`config.mk`:
```
export PLATFORM = sky130hd
export DESIGN_NAME = jtag_dr_chain
export DESIGN_NICKNAME = d
export VERILOG_FILES = /design/src/rtl/jtag_pkg.sv /design/src/rtl/jtag_shift_reg.sv /design/src/rtl/jtag_dr_chain.sv
export SDC_FILE = /design/constraint.sdc
export NUM_CORES = 1
export LEC_CHECK = 0
export CAP_MARGIN = 15
export CORE_MARGIN = 2
export CORE_UTILIZATION = 49
export CTS_BUF_LIST = sky130_fd_sc_hd__clkbuf_16
export CTS_CLUSTER_DIAMETER = 30
export DETAILED_ROUTE_END_ITERATION = 10
export MAX_ROUTING_LAYER = met4
export PLACE_DENSITY = 0.72
export SLEW_MARGIN = 10
export SYNTH_ARGS = -nofsm -noshare
export SYNTH_HDL_FRONTEND = slang
export SYNTH_SLANG_ARGS = --single-unit
```
`constraint.sdc`:
```
create_clock -name tck -period 2 [get_ports tck]
set_clock_uncertainty 0.1 [all_clocks]
set_input_delay 0.5 -clock tck [delete_from_list [all_inputs] [get_ports tck]]
set_output_delay 0.5 -clock tck [all_outputs]
set_load 0.005 [all_outputs]
```
`src/rtl/jtag_pkg.sv`:
```
// jtag_pkg: TAP state encoding, instruction codes and helpers shared by the TAP FSM and DR chain.
package jtag_pkg;
    typedef enum logic [3:0] {
        TEST_LOGIC_RESET, RUN_TEST_IDLE, SELECT_DR_SCAN, CAPTURE_DR,
        SHIFT_DR, EXIT1_DR, PAUSE_DR, EXIT2_DR, UPDATE_DR,
        SELECT_IR_SCAN, CAPTURE_IR, SHIFT_IR, EXIT1_IR, PAUSE_IR, EXIT2_IR, UPDATE_IR
    } tap_state_e;
    localparam int IR_WIDTH_DEFAULT = 4;
    localparam logic [3:0] INSN_ABORT  = 4'b1000;
    localparam logic [3:0] INSN_IDCODE = 4'b1110;
    localparam logic [3:0] INSN_BYPASS = 4'b1111;
    localparam logic [3:0] INSN_USER   = 4'b0010;
    function automatic logic [5:0] sat_inc(input logic [5:0] c);
        return (&c) ? c : c + 6'd1;
    endfunction
endpackage

```
`src/rtl/jtag_shift_reg.sv`:
```
// jtag_shift_reg: capture/shift register; serial data enters at the one-hot tap_sel position,
// so the effective chain length is chosen at run time while bits above it just drain away.
module jtag_shift_reg #(
    parameter int WIDTH     = 32,
    parameter int OUT_WIDTH = WIDTH
) (
    input  logic                 tck,
    input  logic                 trst_n,
    input  logic                 capture,
    input  logic                 shift,
    input  logic                 sdi,
    input  logic [WIDTH-1:0]     capture_value,
    input  logic [WIDTH-1:0]     tap_sel,
    output logic [OUT_WIDTH-1:0] q
);
    logic [WIDTH-1:0] data;

    always_ff @(posedge tck) begin
        if (!trst_n) data <= '0;
        else if (capture) data <= capture_value;
        else if (shift) data <= ({1'b0, data[WIDTH-1:1]} & ~tap_sel) | ({WIDTH{sdi}} & tap_sel);
    end

    assign q = data[OUT_WIDTH-1:0];
endmodule

```
`src/rtl/jtag_dr_chain.sv`:
```
// jtag_dr_chain: IR plus IDCODE/BYPASS/USER data registers driven by the TAP state,
// muxing the selected register LSB onto TDO.
module jtag_dr_chain
    import jtag_pkg::*;
#(
    parameter int                    IR_WIDTH     = IR_WIDTH_DEFAULT,
    parameter logic [31:0]           IDCODE_VALUE = 32'h000FAF01,
    parameter int                    USER_WIDTH   = 8,
    parameter logic [USER_WIDTH-1:0] USER_RESET   = '0
) (
    input  logic                  tck,
    input  logic                  trst_n,
    input  logic                  enable,
    input  logic [3:0]            tap_state,
    input  logic                  tdi,
    output logic                  tdo,
    output logic                  tdo_oe,
    output logic [IR_WIDTH-1:0]   ir_value,
    output logic [USER_WIDTH-1:0] user_q,
    output logic                  user_update,
    output logic [5:0]            shift_count
);
    localparam int DR_WIDTH = USER_WIDTH > 32 ? USER_WIDTH : 32;
    localparam logic [IR_WIDTH-1:0] IR_IDCODE = IR_WIDTH'(INSN_IDCODE);
    localparam logic [IR_WIDTH-1:0] IR_USER   = IR_WIDTH'(INSN_USER);

    tap_state_e            st;
    logic [IR_WIDTH-1:0]   ir_shift;
    logic [USER_WIDTH-1:0] dr_low;
    logic [DR_WIDTH-1:0]   dr_capture;
    logic [DR_WIDTH-1:0]   dr_tap;

    assign st = tap_state_e'(tap_state);

    // Anything that is not IDCODE or USER behaves as a 1-bit bypass register.
    always_comb begin
        dr_capture = ir_value == IR_IDCODE ? DR_WIDTH'(IDCODE_VALUE) :
                     ir_value == IR_USER   ? DR_WIDTH'(user_q) : '0;
        dr_tap     = ir_value == IR_IDCODE ? DR_WIDTH'(1) << 31 :
                     ir_value == IR_USER   ? DR_WIDTH'(1) << (USER_WIDTH - 1) : DR_WIDTH'(1);
    end

    jtag_shift_reg #(.WIDTH(IR_WIDTH), .OUT_WIDTH(IR_WIDTH)) u_ir (
        .tck           (tck),
        .trst_n        (trst_n),
        .capture       (enable && st == CAPTURE_IR),
        .shift         (enable && st == SHIFT_IR),
        .sdi           (tdi),
        .capture_value (IR_WIDTH'(2'b01)),
        .tap_sel       ({1'b1, {(IR_WIDTH-1){1'b0}}}),
        .q             (ir_shift)
    );

    jtag_shift_reg #(.WIDTH(DR_WIDTH), .OUT_WIDTH(USER_WIDTH)) u_dr (
        .tck           (tck),
        .trst_n        (trst_n),
        .capture       (enable && st == CAPTURE_DR),
        .shift         (enable && st == SHIFT_DR),
        .sdi           (tdi),
        .capture_value (dr_capture),
        .tap_sel       (dr_tap),
        .q             (dr_low)
    );

    always_ff @(posedge tck) begin
        if (!trst_n) begin
            ir_value    <= IR_IDCODE;
            user_q      <= USER_RESET;
            user_update <= 1'b0;
            shift_count <= '0;
        end else begin
            user_update <= enable && st == UPDATE_DR && ir_value == IR_USER;
            if (enable) begin
                if (st == TEST_LOGIC_RESET) ir_value <= IR_IDCODE;
                else if (st == UPDATE_IR) ir_value <= ir_shift;
                if (st inside {TEST_LOGIC_RESET, CAPTURE_IR, CAPTURE_DR}) shift_count <= '0;
                else if (st inside {SHIFT_IR, SHIFT_DR}) shift_count <= sat_inc(shift_count);
                if (st == UPDATE_DR && ir_value == IR_USER) user_q <= dr_low;
            end
        end
    end

    assign tdo    = st == SHIFT_IR ? ir_shift[0] : st == SHIFT_DR ? dr_low[0] : 1'b0;
    assign tdo_oe = st == SHIFT_IR || st == SHIFT_DR;
endmodule

```
# After elaboration in Yosys (flattened, before gate mapping)
# Index checks and enable logic that the tools add are counted.
op_classes:
  shift: 0
  n_mul: 0
  order_cmp: 0
  n_div: 0
  n_reduce_logical: 20
  bitwise_logic: 6
  add_sub_neg: 1
  n_eq_ne: 9
  muxes: 15
ops:
  columns: ["cell", "n"]
  rows:
  - ["32-bit 2-to-1 mux", 3]
  - ["31-bit by 32-bit bitwise AND with 32-bit output", 1]
  - ["32-bit bitwise AND", 1]
  - ["32-bit inverter", 1]
  - ["32-bit OR", 1]
  - ["4-bit == test (second input constant)", 5]
  - ["20-bit 2-to-1 mux", 1]
  - ["6-bit 2-to-1 mux", 3]
  - ["8-bit 2-to-1 mux", 2]
  - ["2-bit nonzero test", 5]
  - ["4-bit by 2-bit == test with 1-bit output (second input constant)", 2]
  - ["4-bit 2-to-1 mux", 2]
  - ["1-bit logical AND", 7]
  - ["6-bit by 1-bit adder with 6-bit output (second input constant)", 1]
  - ["6-bit AND reduction", 1]
  - ["4-bit by 3-bit == test with 1-bit output (second input constant)", 1]
  - ["4-bit zero test", 1]
  - ["1-bit 2-to-1 mux", 4]
  - ["3-bit by 4-bit OR with 4-bit output", 1]
  - ["2-bit AND reduction", 2]
  - ["3-bit AND reduction", 1]
  - ["3-bit nonzero test", 1]
  - ["2-bit != test (second input constant)", 1]
  - ["2-bit OR reduction", 1]
  - ["other kinds (2)", 2]
word_totals:
  mem_bits_ro: 0
  reg_bits: 55
  output_inout_bits: 21
  latchBits: 0
  inputBits: 8
  memories: 0
  ram_bits: 0

# Depth between registers and ports, before layout
depth:
  word_depth: 8
  ltp_mapped: 7

# By module
# A second synthesis with hierarchy kept.
unflattened:
  cells_unflattened: 330
  hier_area_um2: 3368.2
modules_own_cells:
  columns: ["mod", "cells_per_inst", "area_per_inst_um2", "instances"]
  rows:
  - ["jtag_shift_reg (u_dr)", 190, 2103.3, 1]
  - ["jtag_dr_chain", 119, 1046.0, 1]
  - ["jtag_shift_reg (u_ir)", 21, 219.0, 1]

# Least setup slack after synthesis
# Ideal clock, no wire load.
synth_timing:
  path_type: "in2reg"
  from: "input port tap_state[1]"
  to: "register shift_count[2]"
  path_slack_ns: -0.080
  path_buffers: 2
  path_stages: 6
  setup_ns: 0.088
  arrival_ns: 1.892
  cell_sequence: "buf_6 -> or4b_4 -> a32oi_2 -> buf_6 -> nand4b_1 -> a311oi_2"
synth_via:
  elab_chain_cells: 4
  elab_cells_between_ends: 11
  classes_between: "5 x eq/ne; 1 x mux; 5 x reduce/logical"
synth_rtl:
  columns: ["element", "line", "source"]
  rows:
  - ["from (decl)", "jtag_dr_chain.sv:14", "input logic [3:0] tap_state,"]
  - ["4-bit == test (tied with other cells)", "jtag_dr_chain.sv:76", "if (st inside {TEST_LOGIC_RESET, CAPTURE_IR, CAPTURE_DR}) shift_count <= '0;"]
  - ["3-bit nonzero test or 2-bit nonzero test (tied branches)", "jtag_dr_chain.sv:76, jtag_dr_chain.sv:77", null]
  - ["2-bit != test (no line) or 2-bit nonzero test (tied branches)", null, null]
  - ["3-bit AND reduction (no line)", null, null]
  - ["to (signal assigned)", "jtag_dr_chain.sv:77", "else if (st inside {SHIFT_IR, SHIFT_DR}) shift_count <= sat_inc(shift_count);"]
  - ["to (decl)", "jtag_dr_chain.sv:21", "output logic [5:0] shift_count"]
# Several ways; a longest one is shown, not always the timed one.
# A chain may end at the register's enable or synchronous reset.

# Worst setup path after layout
layout_timing:
  from: "input port tap_state[1]"
  to: "output port tdo"
layout_via:
  elab_chain_cells: 3
  elab_cells_between_ends: 4
  classes_between: "2 x eq/ne; 2 x mux"
layout_rtl:
  columns: ["element", "line", "source"]
  rows:
  - ["4-bit by 3-bit == test with 1-bit output", "jtag_dr_chain.sv:83", "assign tdo = st == SHIFT_IR ? ir_shift[0] : st == SHIFT_DR ? dr_low[0] : 1'b0;"]
  - ["1-bit 2-to-1 mux", "jtag_dr_chain.sv:83", null]
  - ["1-bit 2-to-1 mux *", "jtag_dr_chain.sv:83", null]
  - ["to (decl)", "jtag_dr_chain.sv:16", "output logic tdo,"]
# Every way passes the cells marked *; elsewhere a longest branch is shown, timed or not.

==> impl_metrics.json <==
{
  "coreArea_sq_um": 4720,
  "whs_ns": 0.353,
  "cts_tree": "yes",
  "hp-start": "u_dr.data[16]",
  "gp_congestion": 0.789,
  "drv_cap": 0,
  "postSynthCellCount": 289,
  "path_clk_slew_ns": 0.06,
  "fin_util_pct": 67.7,
  "synth_nets": 298,
  "wl_per_cell_microns": 13.9,
  "grt_antenna_before_repair": 0,
  "cpLargestDelayFamily": "simple AND/OR/NAND/NOR gates",
  "nFillCells": 387,
  "min_period_ns": 2.02,
  "p_comb_share_pct": 8.6,
  "numPlacedInstances": 402,
  "cp_num_cells": 4,
  "max_slew.worst_pin.slew_ns": 0.365,
  "ys_ff_latch": 55,
  "grt_pass1_wl_microns": 9520,
  "cts_htree_levels": 2,
  "root_buffer": "clkbuf_16",
  "yosys_warnings": 0,
  "synthFlopType": "dfxtp_1",
  "cts_buffers": 5,
  "clock-sinks": 55,
  "fin_nets": 352,
  "start_util_pct": 51.0,
  "pwr-share-clk_pct": 41.8,
  "async_flop_share_pct": 0,
  "endpoint_kind": "primary output",
  "hold_viol": 0,
  "grt_usage_pct": 22.9,
  "final-instance-count-excl-fill": 410,
  "p_seq_share_pct": 49.6,
  "startpoint": "tap_state[1]",
  "dr.pass1.iters": 4,
  "timing.rr.start": "shift_count[0]",
  "num_rows": 25,
  "cp_cell_sequence": "buf_6 -> or4b_4 -> o22ai_2 -> buf_2",
  "rsz0062_at_grt": "true",
  "slew_viol_final": 0,
  "switchingPower_uw": 484,
  "maxSlewHeadroom_pct": 75.6,
  "ys_seq_area_share_pct": 45.7,
  "io_buffers": 28,
  "critical_path_required_ns": 1.40,
  "path_max_fanout": 3,
  "critPathMaxStageDelay_ns": 0.55,
  "path_class": "in -> out",
  "fmax_ghz": 0.496,
  "worst-endpoint-arrival_ns": 1.42,
  "synth_edf_count": 0,
  "setup_viol": 1,
  "die_area_sq_um": 5490,
  "fp.dieH_microns": 74.1,
  "holdPathStages": 2,
  "fin_ws_ns": -0.0168,
  "worstSkewPairLatency_ns": 0.29,
  "dp_hpwl_microns": 3960,
  "powerDensity_nw_per_um2": 709,
  "grt_pass1_vias": 2060,
  "cp-start-kind": "input pin",
  "die_x_microns": 74.1,
  "num_vias": 2272,
  "status": "finished with violations",
  "crit_slowest_cell": "or4b_4",
  "antenna_cells": 0,
  "drt_iter0_drc": 192,
  "irDropWorstVdd_mv": 0.434,
  "postPlaceCellArea_sq_um": 3020,
  "netlist_area_sq_um": 2410,
  "cts.path.max_buffers": 2,
  "r2r_cells": 6,
  "p_leak_nw": 1.23,
  "switching_share_pct": 21.3,
  "avgViaCountPerCell": 5.54,
  "overflow": 0,
  "syn_avg_cell_area_sq_um": 8.33,
  "post-route-period-util_pct": 101,
  "antenna_left": 0,
  "ys_types": 48,
  "final_area_sq_um": 3200,
  "ios": 29,
  "drcViolationCount": 0,
  "drive_gt1_share_pct": 21.9,
  "worstPathBufferInverterCount": 2,
  "area_growth_pct": 32.8,
  "failed_checks": "negative setup slack",
  "drt_wl_total_microns": 5710,
  "tns_ns": -0.0168,
  "min_path_type": "reg -> reg",
  "p_int_mw": 1.78,
  "grt_max_degree": 19
}
## placed cells by master (no fill, tap or decap), drive strengths merged, types with 6 or more instances in the layout
cell type | Yosys | routed
clkdlybuf4s50 | 0 | 22
o21ai | 19 | 19
inv | 5 | 6
nand2 | 44 | 44
a22oi | 6 | 6
nor2 | 16 | 16
and3 | 6 | 6
nand3 | 12 | 12
a21oi | 39 | 39
nor3 | 8 | 8
buf | 7 | 45
dfxtp | 55 | 55
## final timing paths
path                    endpoint  slack (ns)
setup / recovery             tdo       -0.02
hold / removal     u_dr.data[15]        0.35
setup reg to reg  shift_count[4]        0.14
hold reg to reg    u_dr.data[15]        0.35
## synth_stat cells (2+ instances only)
| cell type | count | share of area (%) |
|---|---|---|
| a211oi_1 | 2 | 0.62 |
| a311oi_1 | 2 | 0.73 |
| nand2_1 | 44 | 6.9 |
| inv_1 | 5 | 0.78 |
| or3_1 | 2 | 0.52 |
| dfxtp_1 | 55 | 46 |
| nor3b_1 | 2 | 0.62 |
| buf_6 | 2 | 0.94 |
| o21a_1 | 2 | 0.62 |
| a22oi_1 | 6 | 1.9 |
| o21ai_0 | 17 | 3.5 |
| nand2b_1 | 2 | 0.52 |
| a21o_2 | 2 | 0.73 |
| mux2i_1 | 4 | 1.7 |
| and3_1 | 5 | 1.3 |
| nor2_1 | 16 | 2.5 |
| or2_2 | 4 | 1.0 |
| nand3_1 | 12 | 2.5 |
| nor3_1 | 8 | 1.7 |
| a31oi_1 | 5 | 1.3 |
| xnor2_1 | 2 | 0.73 |
| nand4_1 | 3 | 0.78 |
| o21ai_1 | 2 | 0.42 |
| a21oi_1 | 39 | 8.1 |
| a211o_2 | 2 | 0.83 |
| nand4b_1 | 5 | 1.8 |
| clkbuf_1 | 13 | 2.0 |
| nor2b_1 | 3 | 0.78 |
| buf_2 | 4 | 0.83 |
## power groups by stage
stage | combinational (mW) | sequential (mW) | clock (mW)
4_1_cts | 0.189 | 1.12 | 0.965
2_1_floorplan | 0.108 | 1.15 | 0
3_5_place_dp | 0.189 | 1.15 | 0
5_1_grt | 0.216 | 1.13 | 1.00
6_report | 0.195 | 1.12 | 0.949
3_3_place_gp | 0.186 | 1.15 | 0
## per-layer routing
metal	vias to the layer above	routed length (microns)	GRT usage (%)
met1	1072	2760	31.1
li1	1137	-	-
met5	-	0	-
met2	55	2600	34.6
met4	0	82	6.87
met3	8	263	4.20
## state kept, by name, summed over array words and instances, names as in the netlist
name         cells
u_dr.data       32
user_q           8
shift_count      6
ir_value         4
u_ir.q           4
user_update      1
## tightest hold or removal path, delay by kind of cell (launching register included)
family             cells  cell delay, ns
AOI/OAI and AO/OA      1            0.05
DFF                    1            0.31
and+or+nand+nor        1            0.05
## logic make-up after synthesis
kind of cell,count (synthesis),share of synthesized area [%]
flip-flops,55,45.7
buffers and inverters,26,4.89
adder cells (fa/ha/maj),1,0.520
AO/OA/AOI/OAI,87,22.3
multiplexers,5,2.13
AND/OR/NAND/NOR,113,23.6
XOR/XNOR,2,0.728
## what timing repair did
action	4_1_cts	5_1_grt
gates resized for setup	27	7
hold buffers	0	0
endpoints found under the setup margin	18	10
gates cloned	0	0
buffers inserted	0	1
pin swaps	3	3
## final cells by class
type | instances | area (sq um) | share of cell area [%]
repair buffers | 67 | 597 | 18.7
flip-flops and latches | 55 | 1100 | 34.4
multi-input cells | 208 | 1230 | 38.6
clock buffers | 5 | 125 | 3.91
well taps | 67 | 83.8 | 2.62
inverters | 6 | 22.5 | 0.704
clock inverters | 2 | 33.8 | 1.06
## metrics by stage
step	worst slack (ns)	power, mW
finish	-0.0168	2.27
global route	-0.0445	2.35
CTS	-0.0360	2.28
detailed placement	-0.756	1.34
global placement	-0.759	1.33
floorplan	-0.0330	1.25
(Power assumes the default switching activity.)
